==> src/rtl/coef_sr_pkg.sv <==
// Shared definitions for the coefficient rotation register.
//   state_e        : controller states (idle / rotating)
//   MODE_*         : rotation mode encodings for the latched mode bit
//   plane_bit_idx  : flat bit index of coefficient bit within the bit-plane bus
package coef_sr_pkg;

    typedef enum logic [0:0] {
        StIdle = 1'b0,
        StRun  = 1'b1
    } state_e;

    localparam logic MODE_CYCLIC     = 1'b0;
    localparam logic MODE_NEGACYCLIC = 1'b1;

    // Bit `coef` of plane `plane` sits at plane*n + coef on the flat plane bus.
    function automatic int unsigned plane_bit_idx(input int unsigned plane,
                                                  input int unsigned coef,
                                                  input int unsigned n);
        return plane * n + coef;
    endfunction

endpackage

==> src/rtl/coef_wrap_neg.sv <==
// Wrap-path unit: passes the top coefficient through, or its two's-complement
// negation (mod 2^W) when negacyclic rotation is selected.
//   data_i : W-bit coefficient leaving position N-1
//   neg_i  : 1 = negate
//   data_o : W-bit value entering position 0
module coef_wrap_neg #(
    parameter int unsigned W = 2
) (
    input  logic [W-1:0] data_i,
    input  logic         neg_i,
    output logic [W-1:0] data_o
);

    logic [W-1:0] neg_val;

    // Wraps silently: negating the most negative value yields itself.
    assign neg_val = (~data_i) + W'(1);
    assign data_o  = neg_i ? neg_val : data_i;

endmodule

==> src/rtl/coef_shift_reg.sv <==
// Coefficient rotation register for the polynomial multiplier.
// Loads N W-bit coefficients from W bit-planes, then rotates one position per
// step (cyclic or negacyclic), returning to idle with a done pulse after N steps.
// Optional feature macro: COEF_SR_NEGACYCLIC_EN (honour mode_i; else cyclic only).
// Ports:
//   clk_i       clock, rising edge
//   rst_ni      asynchronous active-low reset
//   in_valid_i  load request;   in_ready_o  can accept a load (idle)
//   in_planes_i bit-plane p at [p*N +: N], bit i = bit p of coefficient i
//   mode_i      0 cyclic, 1 negacyclic, sampled on load
//   step_i      advance one rotation while busy
//   clear_i     synchronous abort to idle (wins over step and load)
//   coef_o      coefficient i at [i*W +: W]
//   rot_cnt_o   rotations since last load
//   busy_o      rotation in progress;   done_o  one-cycle pulse after Nth step
module coef_shift_reg
    import coef_sr_pkg::*;
#(
    parameter int unsigned N = 4,
    parameter int unsigned W = 2
) (
    input  logic                clk_i,
    input  logic                rst_ni,
    input  logic                in_valid_i,
    output logic                in_ready_o,
    input  logic [W*N-1:0]      in_planes_i,
    input  logic                mode_i,
    input  logic                step_i,
    input  logic                clear_i,
    output logic [N*W-1:0]      coef_o,
    output logic [$clog2(N):0]  rot_cnt_o,
    output logic                busy_o,
    output logic                done_o
);

    localparam int unsigned CntW = $clog2(N) + 1;

    state_e                   state_q, state_d;
    logic [N-1:0][W-1:0]      coef_q, coef_d;
    logic [CntW-1:0]          cnt_q, cnt_d;
    logic                     mode_q, mode_d;
    logic                     done_q, done_d;
    logic [W-1:0]             wrap_val;
    logic                     load_mode;

`ifdef COEF_SR_NEGACYCLIC_EN
    coef_wrap_neg #(
        .W (W)
    ) u_wrap_neg (
        .data_i (coef_q[N-1]),
        .neg_i  (mode_q == MODE_NEGACYCLIC),
        .data_o (wrap_val)
    );
    assign load_mode = mode_i;
`else
    // Mode input and latched mode have no effect in the cyclic-only build.
    logic unused_mode;
    assign unused_mode = mode_i ^ mode_q;
    assign wrap_val    = coef_q[N-1];
    assign load_mode   = MODE_CYCLIC;
`endif

    always_comb begin
        state_d = state_q;
        coef_d  = coef_q;
        cnt_d   = cnt_q;
        mode_d  = mode_q;
        done_d  = 1'b0;

        if (clear_i) begin
            state_d = StIdle;
            cnt_d   = '0;
        end else begin
            unique case (state_q)
                StIdle: begin
                    if (in_valid_i) begin
                        for (int p = 0; p < int'(W); p++) begin
                            for (int i = 0; i < int'(N); i++) begin
                                coef_d[i][p] = in_planes_i[plane_bit_idx(p, i, N)];
                            end
                        end
                        mode_d  = load_mode;
                        cnt_d   = '0;
                        state_d = StRun;
                    end
                end
                StRun: begin
                    if (step_i) begin
                        for (int i = 1; i < int'(N); i++) begin
                            coef_d[i] = coef_q[i-1];
                        end
                        coef_d[0] = wrap_val;
                        cnt_d     = cnt_q + CntW'(1);
                        if (cnt_q == CntW'(N - 1)) begin
                            state_d = StIdle;
                            done_d  = 1'b1;
                        end
                    end
                end
                default: state_d = StIdle;
            endcase
        end
    end

    always_ff @(posedge clk_i or negedge rst_ni) begin
        if (!rst_ni) begin
            state_q <= StIdle;
            coef_q  <= '0;
            cnt_q   <= '0;
            mode_q  <= MODE_CYCLIC;
            done_q  <= 1'b0;
        end else begin
            state_q <= state_d;
            coef_q  <= coef_d;
            cnt_q   <= cnt_d;
            mode_q  <= mode_d;
            done_q  <= done_d;
        end
    end

    assign in_ready_o = (state_q == StIdle);
    assign busy_o     = (state_q == StRun);
    assign coef_o     = coef_q;
    assign rot_cnt_o  = cnt_q;
    assign done_o     = done_q;

endmodule
==> config.mk <==
export PLATFORM = sky130hd
export DESIGN_NAME = coef_shift_reg
export DESIGN_NICKNAME = d
export VERILOG_FILES = /design/src/rtl/coef_sr_pkg.sv /design/src/rtl/coef_wrap_neg.sv /design/src/rtl/coef_shift_reg.sv
export SDC_FILE = /design/constraint.sdc
export NUM_CORES = 1
export LEC_CHECK = 0
export ABC_AREA = 1
export BUFFER_PORTS_ARGS = -buffer_cell sky130_fd_sc_hd__buf_2
export CORE_ASPECT_RATIO = 1.2
export CORE_MARGIN = 5
export CORE_UTILIZATION = 41
export CTS_CLUSTER_SIZE = 8
export DETAILED_ROUTE_END_ITERATION = 10
export GPL_TIMING_DRIVEN = 0
export PLACE_DENSITY = 0.83
export SYNTH_ARGS = -nofsm -noshare
export SYNTH_HDL_FRONTEND = slang
export SYNTH_HIERARCHICAL = 1
export SYNTH_SLANG_ARGS = --single-unit
==> constraint.sdc <==
create_clock -name clk_i -period 1.1 [get_ports clk_i]
set_input_delay 0.11 -clock clk_i [delete_from_list [all_inputs] [get_ports clk_i]]
set_output_delay 0.11 -clock clk_i [all_outputs]
set_load 0.02 [all_outputs]
==> metrics.md <==
| Metric | Value |
|---|---|
| CTS tree | yes |
| Hold path start | clear_i |
| Site row count | 16 |
| Gr ovfl total | 0 |
| Clock Path Buffers | 2 |
| Share of layout cells above drive strength 1 | 0.385 |
| First DRT Iteration DRCs | 46 |
| Synth area leaders | dfrtp_1 (47%), nand2_1 (26%), nand3_1 (11%) |
| Relative slew slack | 0.801 |
| Worst slew pin tran | 0.299 ns |
| Achievable Freq | 894 MHz |
| Top FF cell, synth | dfrtp_1 |
| Wire per inst | around 14 µm |
| Final min period | 1.12 ns |
| Area leader, netlist | dfrtp_1 |
| Diodes inserted | 0 |
| Reg-to-Reg End | rot_cnt_o[2] |
| #FFs+latches synth | 13 |
| CTS buffer count | 3 |
| Initial antenna violation count | 0 |
| Fin worst setup slack | -0.0183 ns |
| Cell count after placement | 138 |
| Crit Path Category | register to register |
| Failing checks | negative setup slack |
| Synth cell types | 11 |
| Die area | 0.00261 mm² |
| Status | finished, violations left |
| Final nets | 147 |
| DP HPWL | 1.27 mm |
| PortBufs | 26 |
| Synth Warn # | 6 |
| Register area share after synthesis | 0.472 |
| Async S/R FF share, synth | 1.00 |
| Mapped Area | 689 µm² |
| Worst r2r path cells | 5 |
| Core ar. | 0.00162 mm² |
| Final instance area | 0.00102 mm² |
| Hold crit path type | primary input to register |
| CP Max Fanout | 4 |
| CP endpoint kind | register |
| Vias in the first global route | 691 |
| Largest net degree at the start of global routing | 14 |
| Max Cap Viol | 0 |
| Arr. time, crit path | 1.29 ns |
| Hold Fails Final Rpt | 0 |
| Number of flops mapped to enable cells by yosys | 0 |
| Placed standard-cell area | 870 µm² |
| IO Count | 28 |
| Clk pin slew, worst setup/hold paths | 0.09 ns |
| Fillers | 141 |
| Chip height | 54.9 µm |
| Drt pass-1 iters | 4 |
| Mapped Cells | between 90 and 100 |
| Maximum level of the CTS H-tree | 1 |
| Final Non-Filler Cells | 148 |
| Clock Sinks | 13 |
| Peak VDD IR | 0.000975 V |
| Via density | 5.11 |
| Remaining routing DRC violations | 0 |
| Syn nets | 110 |
| Final WL | 2.00 mm |
| Area Growth Syn to Fin | 48.5% |
| Worst setup path start | rot_cnt_o[0] |
| Top cell type's share of synthesized area | 0.472 |
| Root Buffer | clkbuf_4 |
| First-pass GRT wire length | around 2.9 mm |
| Final Wtd Congestion | about 0.80 |
| Fin crit share | 1.02 |
| RSZ-0062 raised after global routing | yes |
| Crit path to | rot_cnt_o[2] |
| FF-to-FF Start | rot_cnt_o[0] |
| Routed via count | about 760 |
| Number of nets with antenna violations after routing | 0 |
| Leak | 0.597 nW |
| Chip width | between 40 and 50 µm |
| Commonest cells in the synthesized netlist | nand2_1 (47), nand3_1 (15), dfrtp_1 (13) |
| Worst-Skew Late Latency | ~0.27 ns |
| Nature of the critical path startpoint | register |
| Most frequent cell after synthesis | nand2_1 |
| PD cells | 1270 mW/mm² |
| FF-to-FF setup slack | -0.02 ns |
| Req. time, crit path | 1.27 ns |
| Starting Density | 0.425 |
| Avg Cell Area, Syn | about 7.3 µm² |
| Fin. max-slew vios | 0 |
| Final hold slack | 0.0448 ns |
| Clock Skews | 0.00463 ns |
| Total Routing Usage GR | 0.158 |
| # setup viols final | 2 |
| Power, Total | 1.30 mW |
power by group:
part	total [mW]	internal, mW	switching [mW]
clock network	0.303	0.140	0.162
logic	0.407	0.163	0.244
registers	0.588	0.538	0.0503
what timing repair did:
action                                  CTS  global route
pin swaps                                 0             9
hold endpoints to repair                 13             0
resized for setup                        12            12
endpoints found under the setup margin    2            13
hold buffers                              1             0
buffers inserted                          3             1
gates cloned                              0             1
critical path: stages, from the launching register on:
cell	delay, ns
dfrtp_2	0.45
ha_4	0.17
ha_4	0.26
nor2_2	0.03
nand3_1	0.06
nand2_1	0.05
kinds of logic after synthesis:
logic type | count (synthesis) | share of synthesized area
DFF | 13 | 0.472
adders and majority gates | 2 | 0.0363
and+or+nand+nor | 69 | 0.419
buffers and inverters | 10 | 0.0726
layout by cell type, fill, tap and decap left out, types with 3 or more instances in the layout:
master	netlist	final
nand3_1	15	15
nand2_1	47	44
buf_2	1	24
inv_1	6	5
dfrtp_1	13	11
clkbuf_4	0	3
buf_6	0	10
sequential cells by signal, summed over array words and instances, names as in the netlist:
name       flops
busy_o         1
rot_cnt_o      3
coef_o         6
wrap_val       2
done_o         1
cell type report:
cell class / instances / area, µm² / area share
inverters: 6 / 22.5 / 0.0220
plain buffers: 4 / 45.0 / 0.0440
clock buffers: 4 / 26.3 / 0.0257
flip-flops and latches: 13 / 328 / 0.320
multi-input cells: 71 / 374 / 0.366
repair buffers: 32 / 205 / 0.200
well taps: 18 / 22.5 / 0.0220
worst min-delay path by stage:
stage,end,slack (ns),cells after the start
CTS,done_o,0.02,2
global route,done_o,0.04,2
floorplan,busy_o,-0.19,0
detailed placement,done_o,0.01,1
global placement,busy_o,0.01,1
finish,done_o,0.04,2
metrics by stage:
stage	setup WS, ns	util	TNS [ns]
6_report	-0.0183	0.631	-0.0314
5_1_grt	-0.0683	0.631	-0.290
4_1_cts	-0.0264	0.596	-0.0264
3_5_place_dp	-0.0353	0.536	-0.0353
3_3_place_gp	0.0171	0.536	0
2_1_floorplan	-0.0248	-	-0.0248
per-layer routing:
metal | share of wire | track usage | up-vias
met5 | 0 | 0 | -
li1 | - | - | 363
met1 | 0.41 | 0.197 | 358
met3 | 0.083 | 0.0453 | 2
met2 | 0.50 | 0.252 | 34
met4 | 0.0065 | 0.0645 | 0
Power figures use the tool's default switching activity.
